`config.mk`:
```
export PLATFORM = sky130hd
export DESIGN_NAME = vector_pixel_fetcher_flat
export DESIGN_NICKNAME = d
export VERILOG_FILES = /design/src/rtl/vector_pixel_fetcher_if.sv /design/src/rtl/vector_pixel_fetcher.sv /design/src/flat_wrapper.sv
export SDC_FILE = /design/constraint.sdc
export NUM_CORES = 1
export LEC_CHECK = 0
export CORE_ASPECT_RATIO = 0.6
export CORE_MARGIN = 10
export CORE_UTILIZATION = 50
export DETAILED_ROUTE_END_ITERATION = 6
export HOLD_SLACK_MARGIN = 0.03
export PLACE_DENSITY = 0.76
export SYNTH_ARGS = -nofsm -noshare
export SYNTH_HDL_FRONTEND = slang
export SYNTH_SLANG_ARGS = --single-unit
```
`constraint.sdc`:
```
create_clock -name CLK -period 2.4 [get_ports CLK]
set_clock_uncertainty 0.15 [all_clocks]
set_input_delay 0.48 -clock CLK [delete_from_list [all_inputs] [get_ports CLK]]
set_output_delay 0.48 -clock CLK [all_outputs]
set_load 0.02 [all_outputs]
```
`src/rtl/vector_pixel_fetcher_if.sv`:
```
// vector_pixel_fetcher_if: frame control, vector-memory read and pixel stream signals
//   frame_start        : restart pulse into the fetcher
//   rd_req/rd_addr     : one-word read request to vector memory
//   rd_valid/rd_data   : read return, eight N-bit lanes, lane 0 leftmost
//   pix_valid/pix_ready/pix_data/line_end : pixel stream to the sink
//   frame_done         : pulse after the last pixel of a frame is accepted
interface vector_pixel_fetcher_if #(
  parameter int N = 20,
  parameter int AW = 16
);
  logic frame_start;
  logic rd_req;
  logic [AW-1:0] rd_addr;
  logic rd_valid;
  logic [8*N-1:0] rd_data;
  logic pix_valid;
  logic pix_ready;
  logic [7:0] pix_data;
  logic line_end;
  logic frame_done;
  modport master (
    input frame_start, rd_valid, rd_data, pix_ready,
    output rd_req, rd_addr, pix_valid, pix_data, line_end, frame_done
  );
  modport slave (
    output frame_start, rd_valid, rd_data, pix_ready,
    input rd_req, rd_addr, pix_valid, pix_data, line_end, frame_done
  );
endinterface

```
`src/rtl/vector_pixel_fetcher.sv`:
```
// vector_pixel_fetcher: fetches vector words into a ping-pong buffer and streams clamped 8-bit pixels
//   CLK   : clock, rising edge
//   reset : synchronous active-low reset
//   bus   : master side of vector_pixel_fetcher_if (memory read port + pixel stream)
module vector_pixel_fetcher #(
  parameter int N = 20,
  parameter int WIDTH = 640,
  parameter int HEIGHT = 480,
  parameter int AW = 16
)(
  input logic CLK,
  input logic reset,
  vector_pixel_fetcher_if.master bus
);
  localparam int WORDS = WIDTH * HEIGHT / 8;
  localparam int XW = $clog2(WIDTH);
  localparam int YW = HEIGHT > 1 ? $clog2(HEIGHT) : 1;
  localparam logic [XW-1:0] XL = XW'(WIDTH - 1);
  localparam logic [YW-1:0] YL = YW'(HEIGHT - 1);
  localparam logic [AW:0] WL = (AW + 1)'(WORDS);

  typedef enum logic [1:0] {IDLE, REQ, WAIT, FLUSH} state_t;

  state_t st_q, st_d;
  logic [AW:0] word_q, word_d;
  logic out_q, out_d;
  logic [8*N-1:0] buf_q [2];
  logic [8*N-1:0] buf_d [2];
  logic [1:0] vld_q, vld_d;
  logic hd_q, hd_d;
  logic [2:0] ln_q, ln_d;
  logic [XW-1:0] x_q, x_d;
  logic [YW-1:0] y_q, y_d;
  logic done_q, done_d;

  logic [N-1:0] lane;
  logic acc, fill, pend, slot;

  assign lane = buf_q[hd_q][ln_q*N +: N];
  assign acc = vld_q[hd_q] && bus.pix_ready;
  // out_q guards against stale returns (after reset or a discarded flush read)
  assign fill = st_q == WAIT && out_q && bus.rd_valid;
  // a read is still in flight after this cycle
  assign pend = (out_q && !bus.rd_valid) || st_q == REQ;
  // the head slot is always the oldest entry, so an empty buffer fills at the head
  assign slot = vld_q[hd_q] ? ~hd_q : hd_q;

  assign bus.rd_req = st_q == REQ;
  assign bus.rd_addr = st_q == REQ ? word_q[AW-1:0] : '0;
  assign bus.pix_valid = vld_q[hd_q];
  assign bus.pix_data = !vld_q[hd_q] ? 8'd0 : lane[N-1] ? 8'd0 : lane > N'(255) ? 8'hff : lane[7:0];
  assign bus.line_end = vld_q[hd_q] && x_q == XL;
  assign bus.frame_done = done_q;

  always_comb begin
    st_d = st_q;
    word_d = word_q;
    out_d = pend;
    buf_d = buf_q;
    vld_d = vld_q;
    hd_d = hd_q;
    ln_d = ln_q;
    x_d = x_q;
    y_d = y_q;
    done_d = 1'b0;
    if (bus.frame_start) begin
      vld_d = '0;
      hd_d = 1'b0;
      ln_d = '0;
      x_d = '0;
      y_d = '0;
      word_d = '0;
      st_d = pend ? FLUSH : REQ;
    end else begin
      if (acc) begin
        ln_d = ln_q + 3'd1;
        if (ln_q == 3'd7) begin
          vld_d[hd_q] = 1'b0;
          hd_d = ~hd_q;
        end
        x_d = x_q == XL ? '0 : x_q + 1'b1;
        y_d = x_q != XL ? y_q : y_q == YL ? '0 : y_q + 1'b1;
        done_d = x_q == XL && y_q == YL;
      end
      if (fill) begin
        vld_d[slot] = 1'b1;
        buf_d[slot] = bus.rd_data;
      end
      word_d = st_q == REQ ? word_q + 1'b1 : word_q;
      // a new request only issues while a slot is free, so its return always has room
      st_d = st_q == REQ ? WAIT :
             st_q == FLUSH && !pend ? REQ :
             st_q == WAIT && !pend ? (word_q == WL ? IDLE : &vld_d ? WAIT : REQ) :
             st_q;
    end
  end

  always_ff @(posedge CLK) begin
    if (!reset) begin
      st_q <= IDLE;
      word_q <= '0;
      out_q <= 1'b0;
      buf_q <= '{default: '0};
      vld_q <= '0;
      hd_q <= 1'b0;
      ln_q <= '0;
      x_q <= '0;
      y_q <= '0;
      done_q <= 1'b0;
    end else begin
      st_q <= st_d;
      word_q <= word_d;
      out_q <= out_d;
      buf_q <= buf_d;
      vld_q <= vld_d;
      hd_q <= hd_d;
      ln_q <= ln_d;
      x_q <= x_d;
      y_q <= y_d;
      done_q <= done_d;
    end
  end
endmodule
```
`src/flat_wrapper.sv`:
```
// flat-port wrapper written by rule: the top's interface ports become plain ports
module vector_pixel_fetcher_flat 
#(
  parameter int N = 20,
  parameter int WIDTH = 640,
  parameter int HEIGHT = 480,
  parameter int AW = 16
)
  (CLK, reset, bus_frame_start, bus_rd_valid, bus_rd_data, bus_pix_ready, bus_rd_req, bus_rd_addr, bus_pix_valid, bus_pix_data, bus_line_end, bus_frame_done);
  vector_pixel_fetcher_if #(.N(N), .AW(AW)) bus_i ();
  input logic CLK;
  input logic reset;
  input wire logic [$bits(bus_i.frame_start)-1:0] bus_frame_start;
  input wire logic [$bits(bus_i.rd_valid)-1:0] bus_rd_valid;
  input wire logic [$bits(bus_i.rd_data)-1:0] bus_rd_data;
  input wire logic [$bits(bus_i.pix_ready)-1:0] bus_pix_ready;
  output wire logic [$bits(bus_i.rd_req)-1:0] bus_rd_req;
  output wire logic [$bits(bus_i.rd_addr)-1:0] bus_rd_addr;
  output wire logic [$bits(bus_i.pix_valid)-1:0] bus_pix_valid;
  output wire logic [$bits(bus_i.pix_data)-1:0] bus_pix_data;
  output wire logic [$bits(bus_i.line_end)-1:0] bus_line_end;
  output wire logic [$bits(bus_i.frame_done)-1:0] bus_frame_done;
  assign bus_i.frame_start = bus_frame_start;
  assign bus_i.rd_valid = bus_rd_valid;
  assign bus_i.rd_data = bus_rd_data;
  assign bus_i.pix_ready = bus_pix_ready;
  assign bus_rd_req = bus_i.rd_req;
  assign bus_rd_addr = bus_i.rd_addr;
  assign bus_pix_valid = bus_i.pix_valid;
  assign bus_pix_data = bus_i.pix_data;
  assign bus_line_end = bus_i.line_end;
  assign bus_frame_done = bus_i.frame_done;
  vector_pixel_fetcher #(.N(N), .WIDTH(WIDTH), .HEIGHT(HEIGHT), .AW(AW)) u_core (.CLK(CLK), .reset(reset), .bus(bus_i));
endmodule
```
==> results by group <==
Hold path
  • Worst Hold Class: primary input to flip-flop

Timing
  • Final Hold Slack: 129 ps
  • Final Max Tran Viols: 0
  • Worst-margin pin slew: 636 ps
  • Fmax: 0.298 GHz
  • RSZ-0062 raised after global routing: yes
  • Final Worst Setup Slack: -951 ps
  • Final period util: 1.40
  • # setup viols final: 10
  • Tmin final: 3350 ps
  • Post-route setup TNS: -7600 ps
  • Relative slew slack: 0.572
  • Hold Fails Final Rpt: 0

Worst setup path
  • CP max FO: 6
  • FF-to-FF setup slack: 120 ps
  • Worst Path Arrival: 2720 ps
  • Data required time of the worst path: 1770 ps
  • Critical Path Source Type: flip-flop
  • Crit Path Class: flip-flop to output pin
  • Worst Setup End Kind: output pin

Synth
  • Distinct cells, synth: 54
  • Post-synthesis sequential area ratio: 0.469
  • Syn Nets: 1996
  • Ys flop type: dfxtp_1
  • Asr flop ratio synth: 0
  • Post-synthesis register bit count: 366
  • Yosys top cell by area: dfxtp_1
  • Synthesized instance count: 1825
  • Synth area leaders: dfxtp_1, nand2_1, a21boi_1
  • Mean Syn Cell Area: 8.57 um^2
  • Mapped cell area: 0.0156 mm^2
  • Synthesis Warnings: 0
  • Number of synthesized flops with an enable pin: 0
  • Post-synth top area share: 0.469

Power
  • Leakage: 6.95 nW
  • Maximum VDD drop: 0.415 mV
  • Cell Pwr Density: 611 mW/mm^2
  • PnR Total Power: 0.0123 W

Clock tree
  • Htree depth: 2
  • Cts bufs inserted: 35
  • CTS Buffer Depth: 3
  • Clock Pin Slew Worst Setup and Hold Paths: 70 ps
  • Clock Tree Root: clkbuf_16
  • CTS tree: yes
  • Worst-Skew Late Latency: 520 ps
  • Clk sink count: 366

Global routing
  • Initial antenna violation count: 1
  • Largest net degree at the start of global routing: 139
  • Grt total ovfl: 0
  • GRT Util Overall: 0.233
  • First-pass GRT wire length: 72900 um
  • Vias in the first global route: 13244

Route
  • Routed len/inst: 18.8 um
  • Vias: 13831
  • Drt total wl: 46600 um
  • Antenna Violating Nets Remaining: 0
  • Total iterations of the first detailed-routing run: 5
  • DRC Markers: 0
  • DRT iter0 DRCs: 1387
  • Routed vias/inst: 5.59

Finish
  • Share of cells above drive strength 1: 0.130
  • Most common cell after layout, fill and taps aside: nand2_1
  • Most frequent cells in the layout: nand2_1, dfxtp_1, a21boi_1
  • Final nets: 2209
  • N_diodes: 0
  • Post-route cell area: 0.0201 mm^2
  • Layout area overhead: 28.7%

Place
  • Placed cell areas: 0.0187 mm^2
  • Post-detail-place hpwl: 32800 um
  • Routability cong.: 0.906
  • Port bufs: 192
  • Place WS: -1010 ps

Floorplan
  • Die H: 157 um
  • CORE AREA: 0.0310 mm^2
  • Die Area: 0.0390 mm^2
  • Initial core utilization: 0.505
  • Die Width: 248 um
  • # rows: 50
  • Top Ports: 193

Flow run
  • # Max-Cap Violations: 0

Status
  • Failing checks: negative setup slack
  • Outcome: finished, violations left
==> final cells by class <==
cell class | count | area [um^2]
clock buffer | 52 | 1020
clock inverter | 7 | 115
fill | 2444 | 10900
inverter | 7 | 26.3
multi-input combinational | 1324 | 7960
sequential | 366 | 7340
tap | 416 | 520
timing repair buffer | 304 | 3130
==> synthesized netlist by cell type (all sizes together), types with 11 or more instances <==
cell type	n
buf	36
nand3	13
nor4	28
clkbuf	93
nand2	680
a21oi	13
mux4	44
a21boi	323
nand4	15
nor3	28
xnor2	11
xor2	21
and2	15
nor2	59
dfxtp	366
==> logic make-up after synthesis <==
kind of cell | Yosys count | synth area share
AND/OR/NAND/NOR | 869 | 0.229
AO/OA/AOI/OAI | 369 | 0.177
flip-flops | 366 | 0.469
buffers and inverters | 136 | 0.0370
multiplexers | 47 | 0.0654
XOR/XNOR | 32 | 0.0179
adder cells (fa/ha/maj) | 6 | 0.00480
==> state kept, by name, summed over array words and instances, names as in the netlist <==
| name | flops |
|---|---|
| u_core.vld_q | 2 |
| u_core.out_q | 1 |
| u_core.ln_q | 3 |
| u_core.st_q | 2 |
| u_core.word_q | 17 |
| u_core.buf_q | 320 |
| u_core.x_q | 10 |
| u_core.bus.frame_done | 1 |
| u_core.hd_q | 1 |
| u_core.y_q | 9 |
==> per-stage QoR <==
| step | utilization | cells |
|---|---|---|
| finish | 0.650 | 2476 |
| global route | 0.650 | 2476 |
| CTS | 0.646 | 2469 |
| detailed placement | 0.603 | 2402 |
| global placement | 0.603 | 2402 |
| floorplan | - | 1825 |
==> power by group <==
part	switching, W	internal (W)
sequential	0.0000103	0.00608
combinational	0.000247	0.000368
clock	0.00232	0.00327
total	0.00258	0.00972
==> per-layer routing <==
layer	track usage	part of all wire	wire length, um
met2	0.363	0.46	21300
met5	0	0.00028	13
met1	0.321	0.44	20400
met3	0.0462	0.079	3690
met4	0.0678	0.026	1200
==> critical path: stages, from the launching register on <==
cell and delay (ps):
dfxtp_4 360, buf_12 120, or4_1 500, nor4_2 220, o21ai_2 140, a31oi_4 210, a32oi_4 150, buf_12 160
o21a_4 190, buf_6 130
==> final timing paths <==
| kind | from | end | depth (start not counted) |
|---|---|---|---|
| setup / recovery | u_core.hd_q | bus_pix_data[6] | 9 |
| hold / removal | reset | u_core.st_q[1] | 2 |
| setup reg to reg | u_core.hd_q | u_core.y_q[3] | 10 |
| hold reg to reg | u_core.buf_q[76] | u_core.buf_q[76] | 2 |
==> what timing repair did <==
| item | in CTS | in global routing |
|---|---|---|
| setup buffers | 7 | 6 |
| cloned | 1 | 1 |
| setup endpoints to repair | 49 | 35 |
| pin swaps | 5 | 8 |
| resized for setup | 112 | 25 |
| hold buffers | 0 | 0 |
(Power assumes the default switching activity.)
